## src/rtl/seg7_scan_driver.sv

```systemverilog
// Time-multiplexed, common-anode seven-segment scanner with per-frame digit snapshot.
// Optional digit blinking is compiled in when SEG7_BLINK_EN is defined.
module seg7_scan_driver #(
    parameter int NUM_DIGITS  = 3,
    parameter int REFRESH_DIV = 50000,
    parameter int BLINK_DIV   = 25000000
) (
    input  logic                    i_clk,
    input  logic                    i_reset,
    input  logic [4*NUM_DIGITS-1:0] i_bcd,
    input  logic [NUM_DIGITS-1:0]   i_dp,
    input  logic [NUM_DIGITS-1:0]   i_blink,
    output logic [7:0]              o_seg,
    output logic [NUM_DIGITS-1:0]   o_an
);

    localparam int PW = $clog2(REFRESH_DIV);
    localparam int IW = $clog2(NUM_DIGITS);
    localparam logic [PW-1:0] PRESC_LAST = PW'(REFRESH_DIV - 1);
    localparam logic [IW-1:0] IDX_LAST   = IW'(NUM_DIGITS - 1);

    logic [PW-1:0]               r_presc;
    logic [IW-1:0]               r_idx;
    logic                        r_armed;
    logic [4*NUM_DIGITS-5:0]     r_snap_bcd;
    logic [NUM_DIGITS-1:1]       r_snap_dp;
    logic [NUM_DIGITS-1:0]       r_an;
    logic [7:0]                  r_seg;

    logic                        w_slot_end;
    logic [IW-1:0]               w_idx_next;
    logic [3:0]                  w_new_digit;
    logic                        w_new_dp;
    logic [NUM_DIGITS-1:0]       w_an_lit;
    logic                        w_blank;

    // Active-low segment pattern, bits g..a; non-decimal codes show a dash.
    function automatic logic [6:0] f_decode(input logic [3:0] i_d);
        logic [6:0] v;
        case (i_d)
            4'd0:    v = 7'h40;
            4'd1:    v = 7'h79;
            4'd2:    v = 7'h24;
            4'd3:    v = 7'h30;
            4'd4:    v = 7'h19;
            4'd5:    v = 7'h12;
            4'd6:    v = 7'h02;
            4'd7:    v = 7'h78;
            4'd8:    v = 7'h00;
            4'd9:    v = 7'h10;
            default: v = 7'h3F;
        endcase
        return v;
    endfunction

    assign w_slot_end = (r_presc == PRESC_LAST);
    assign w_idx_next = (r_idx == IDX_LAST) ? '0 : r_idx + 1'b1;
    assign w_an_lit   = ~(NUM_DIGITS'(1) << r_idx);

    // Digit 0 starts a new frame, so it decodes the same live values the snapshot captures.
    always_comb begin
        w_new_digit = i_bcd[3:0];
        w_new_dp    = i_dp[0];
        if (w_idx_next != '0) begin
            w_new_digit = r_snap_bcd[4*(int'(w_idx_next)-1) +: 4];
            w_new_dp    = r_snap_dp[int'(w_idx_next)];
        end
    end

`ifdef SEG7_BLINK_EN
    localparam int BW = $clog2(BLINK_DIV);
    localparam logic [BW-1:0] BLINK_LAST = BW'(BLINK_DIV - 1);

    logic [BW-1:0] r_blink_cnt;
    logic          r_phase;

    always_ff @(posedge i_clk) begin
        if (i_reset) begin
            r_blink_cnt <= '0;
            r_phase     <= 1'b0;
        end else if (r_blink_cnt == BLINK_LAST) begin
            r_blink_cnt <= '0;
            r_phase     <= ~r_phase;
        end else begin
            r_blink_cnt <= r_blink_cnt + 1'b1;
        end
    end

    assign w_blank = r_phase & i_blink[r_idx];
`else
    localparam int unused_blink_div = BLINK_DIV;
    logic w_unused_blink;

    assign w_unused_blink = ^i_blink;
    assign w_blank        = 1'b0;
`endif

    always_ff @(posedge i_clk) begin
        if (i_reset) begin
            r_presc    <= '0;
            r_idx      <= '0;
            r_armed    <= 1'b0;
            r_snap_bcd <= '0;
            r_snap_dp  <= '0;
            r_an       <= '1;
            r_seg      <= 8'hFF;
        end else begin
            r_presc <= w_slot_end ? '0 : r_presc + 1'b1;
            if (w_slot_end) begin
                // Slot boundary: blank anodes for one cycle while the new pattern settles.
                r_idx   <= w_idx_next;
                r_armed <= 1'b1;
                r_an    <= '1;
                r_seg   <= {~w_new_dp, f_decode(w_new_digit)};
                if (w_idx_next == '0) begin
                    r_snap_bcd <= i_bcd[4*NUM_DIGITS-1:4];
                    r_snap_dp  <= i_dp[NUM_DIGITS-1:1];
                end
            end else if (r_presc == '0 && r_armed) begin
                // The lit/blank decision is taken once and held for the rest of the slot.
                r_an <= w_blank ? '1 : w_an_lit;
            end
        end
    end

    assign o_an  = r_an;
    assign o_seg = r_seg;

endmodule

```

## config.mk

```make
export PLATFORM = sky130hd
export DESIGN_NAME = seg7_scan_driver
export DESIGN_NICKNAME = d
export VERILOG_FILES = /design/src/rtl/seg7_scan_driver.sv
export SDC_FILE = /design/constraint.sdc
export NUM_CORES = 1
export LEC_CHECK = 0
export ABC_AREA = 1
export CORE_AREA = 2 2 62 78
export DETAILED_ROUTE_END_ITERATION = 6
export DIE_AREA = 0 0 64 80
export PLACE_DENSITY_LB_ADDON = 0.3
export SYNTH_ARGS = -nofsm -noshare
export SYNTH_HDL_FRONTEND = slang
export SYNTH_SLANG_ARGS = --single-unit
```

## constraint.sdc

```tcl
create_clock -name i_clk -period 1.8 [get_ports i_clk]
set_input_delay 0.18 -clock i_clk [delete_from_list [all_inputs] [get_ports i_clk]]
set_output_delay 0.18 -clock i_clk [all_outputs]
set_load 0.02 [all_outputs]
```

==> impl_metrics.tcl <==
set metrics [dict create \
    synth.area.top_cells "dfxtp_1, nand2_1, nor2_1" \
    synth_xor_area_frac 0.008669 \
    synth_area_per_cell_um2 6.713 \
    end_kind "flip-flop" \
    cts_hold_buf 0 \
    netlist_area_um2 2021 \
    cp.arrival_ps 1880 \
    fin_hold_ws_ps 460.1 \
    cts_sinks 40 \
    yosysSeqAreaShare 0.3963 \
    ys_seq_elements 40 \
    final_layout_size_suffix_gt1_frac 0.2056 \
    met3_length_um 154 \
    worstHoldStart "r_armed" \
    cts_root_buf "clkbuf_8" \
    fin_crit_sh 0.9409 \
    grt.overflow.total 0 \
    ir_drop_mv 0.5142 \
    worstHoldPathCells 2 \
    wirelength_met1_mm 2.010 \
    port_buffers 27 \
    clk_pin_slew_ps 80 \
    tightest_slew_ps 337.0 \
    cts_tree "yes" \
    nets 380 \
    reg2regPathDepth 12 \
    area_growth_pct 34.55 \
    place_hpwl_mm 3.345 \
    insertion_delay_ps 300 \
    grt_start_max_net_pins 16 \
    layout_common_cells "nor2_1, nand2_1, dfxtp_1, inv_1, clkdlybuf4s50_1" \
    drt_iter0_drc 92 \
    antenna_found_initial 0 \
    row_count 27 \
    hold_class "reg -> reg" \
    yosysTopAreaCell "dfxtp_1" \
    r2r-start "r_idx[0]" \
    dr.pass1.iters 4 \
    vias 2026 \
    fmax_mhz 590.5 \
    synth_fa_ha_area_frac 0.03715 \
    critical_path.top_delay_family "adder cells" \
    p_per_area_nw_per_um2 584.1 \
    worst-path-buf-inv 3 \
    routed_wl_mm 4.638 \
    cts_buffers 5 \
    die_h_um 80 \
    ant_nets 0 \
    synth_top_family_by_area "simple AND/OR/NAND/NOR gates" \
    synthCells 301 \
    cp_num_cells 12 \
    synth_top_cell_area_share 0.3963 \
    core-area_um2 4358 \
    r2r-end "o_seg[3]" \
    grt_pass1_wl_mm 8.086 \
    gp_congestion 0.9083 \
    clk_path_buf_depth 2 \
    die_w_um 64 \
    period_minus_slack_ps 1694 \
    synth_flop_cell "dfxtp_1" \
    critical_path.max_fanout 5 \
    die_area_um2 5120 \
    ys_warn_count 0 \
    antenna_cells 0 \
    slew_headroom 0.7745 \
    skew_ps 3.897 \
    postLayoutCoreUtil 0.6239 \
    io_pins 31 \
    rsz0062_at_grt "true" \
    ys_types 28 \
    criticalPathCategory "reg -> reg" \
    worstSetupStartpointType "flip-flop" \
    critPathSlowestCell "dfxtp_4" \
    finalHoldViolCount 0 \
    grt_pass1_vias 1985 \
    ys_async_sr_fraction 0 \
    maxCapViolCount 0 \
    drcViolationCount 0 \
    p_leak_uw 0.001124 \
    outcome "finished clean" \
    fillers 372 \
    top_layer_used "met4" \
    yosys.area_share.simple 0.3635 \
    syn_nets 327 \
    cts.htree.levels 2 \
    cp_slowest_stage_delay_ps 370 \
    rrSetupSlack_ps 110 \
    viasPerCell 4.906 \
    setup_viol 0 \
    grtUsageTotal 0.2022 \
    mostFrequentLayoutCell "nor2_1" \
    wl_per_cell_um 11.23 \
    crit_chain "inv_4 -> nand2_4 -> ha_4 -> nand2_2 -> inv_2 -> nand3_2 -> nand2_4 -> inv_2 -> ha_4 -> o21ai_1 -> nand2_1 -> nand3_1" \
    floorplan.initialDensity 0.4637 \
    synth-compound-area-share 0.1084 \
    drv_slew 0 \
    holdPathEnd "r_armed" \
    dr_wl_met2_mm 2.372 \
    required_ps 1980 \
    yosys-mux-area-fraction 0 \
    synth_edf_count 0 \
]
cells by family (layout without fill, tap and decap cells):
| group | after synthesis | after routing |
|---|---|---|
| simple gates | 168 | 169 |
| buf+inv | 44 | 97 |
| compound gates | 41 | 41 |
| flops | 40 | 40 |
| fa+ha+maj | 6 | 6 |
| xor+xnor | 2 | 2 |
flip-flops by register name, summed over array words and instances, names as in the netlist:
| name | cells |
|---|---|
| r_snap_dp | 2 |
| o_an | 3 |
| r_presc | 16 |
| r_snap_bcd | 8 |
| r_idx | 2 |
| r_armed | 1 |
| o_seg | 8 |
worst reg2reg max path, cell delays in order, from the launching register on:
cell	delay, ps
dfxtp_4	370
inv_4	60
nand2_4	60
ha_4	260
nand2_2	60
inv_2	80
nand3_2	90
nand2_4	100
inv_2	50
ha_4	260
o21ai_1	60
nand2_1	60
nand3_1	60
metrics by stage:
stage	total power [uW]	worst slack (ps)	std cells	instance area (um2)	setup TNS, ps
floorplan	942.3	21.01	301	2041	0
global placement	989.3	33.06	401	2499	0
detailed placement	990.1	3.945	401	2499	0
CTS	1613	13.54	409	2592	0
global route	1662	-35.47	413	2719	-80.82
finish	1588	106.4	413	2719	0
where the power goes:
part           total, uW  switching, uW  internal (uW)
Combinational       74.2           29.5           44.7
Sequential           893           4.83            888
Clock                621            315            306
synth_stat cells (2+ instances only):
cell	number
nor2_4	3
o21ai_1	5
nand2_2	6
a21oi_1	13
inv_1	30
o21ai_0	17
nand2_1	63
o22ai_1	2
nor3_1	10
o21a_1	2
nor2_2	2
dfxtp_1	40
xor2_1	2
ha_1	6
nor2_1	59
nand4_1	4
nand3_1	17
inv_2	10
layout make-up:
cell class | count | area, um2 | share of cell area
inverters | 41 | 163.9 | 0.06029
well taps | 58 | 72.57 | 0.02669
multi-input cells | 218 | 1156 | 0.4252
repair buffers | 48 | 427.9 | 0.1574
clock inverters | 2 | 10.01 | 0.003682
clock buffers | 6 | 82.58 | 0.03037
flip-flops and latches | 40 | 805.8 | 0.2964
routing by layer:
metal,track usage,vias up
met3,0.04372,8
met5,0,-
met4,0.1065,0
li1,-,1058
met1,0.2216,920
met2,0.3604,40
worst max-delay path by stage:
stage | endpoint | slack, ps | startpoint
finish | o_seg[3] | 110 | r_idx[0]
global placement | o_seg[3] | 30 | r_idx[0]
detailed placement | o_seg[3] | 4 | r_idx[0]
floorplan | o_seg[3] | 20 | r_idx[0]
global route | o_seg[4] | -40 | r_idx[0]
CTS | o_seg[3] | 10 | r_idx[1]
what timing repair did:
| action | in CTS | in global routing |
|---|---|---|
| pin swaps | 0 | 7 |
| gates cloned | 0 | 1 |
| endpoints found under the setup margin | 1 | 24 |
| setup buffers | 0 | 3 |
| gates resized for setup | 1 | 26 |
No activity file was read; power rests on OpenSTA's default activity.
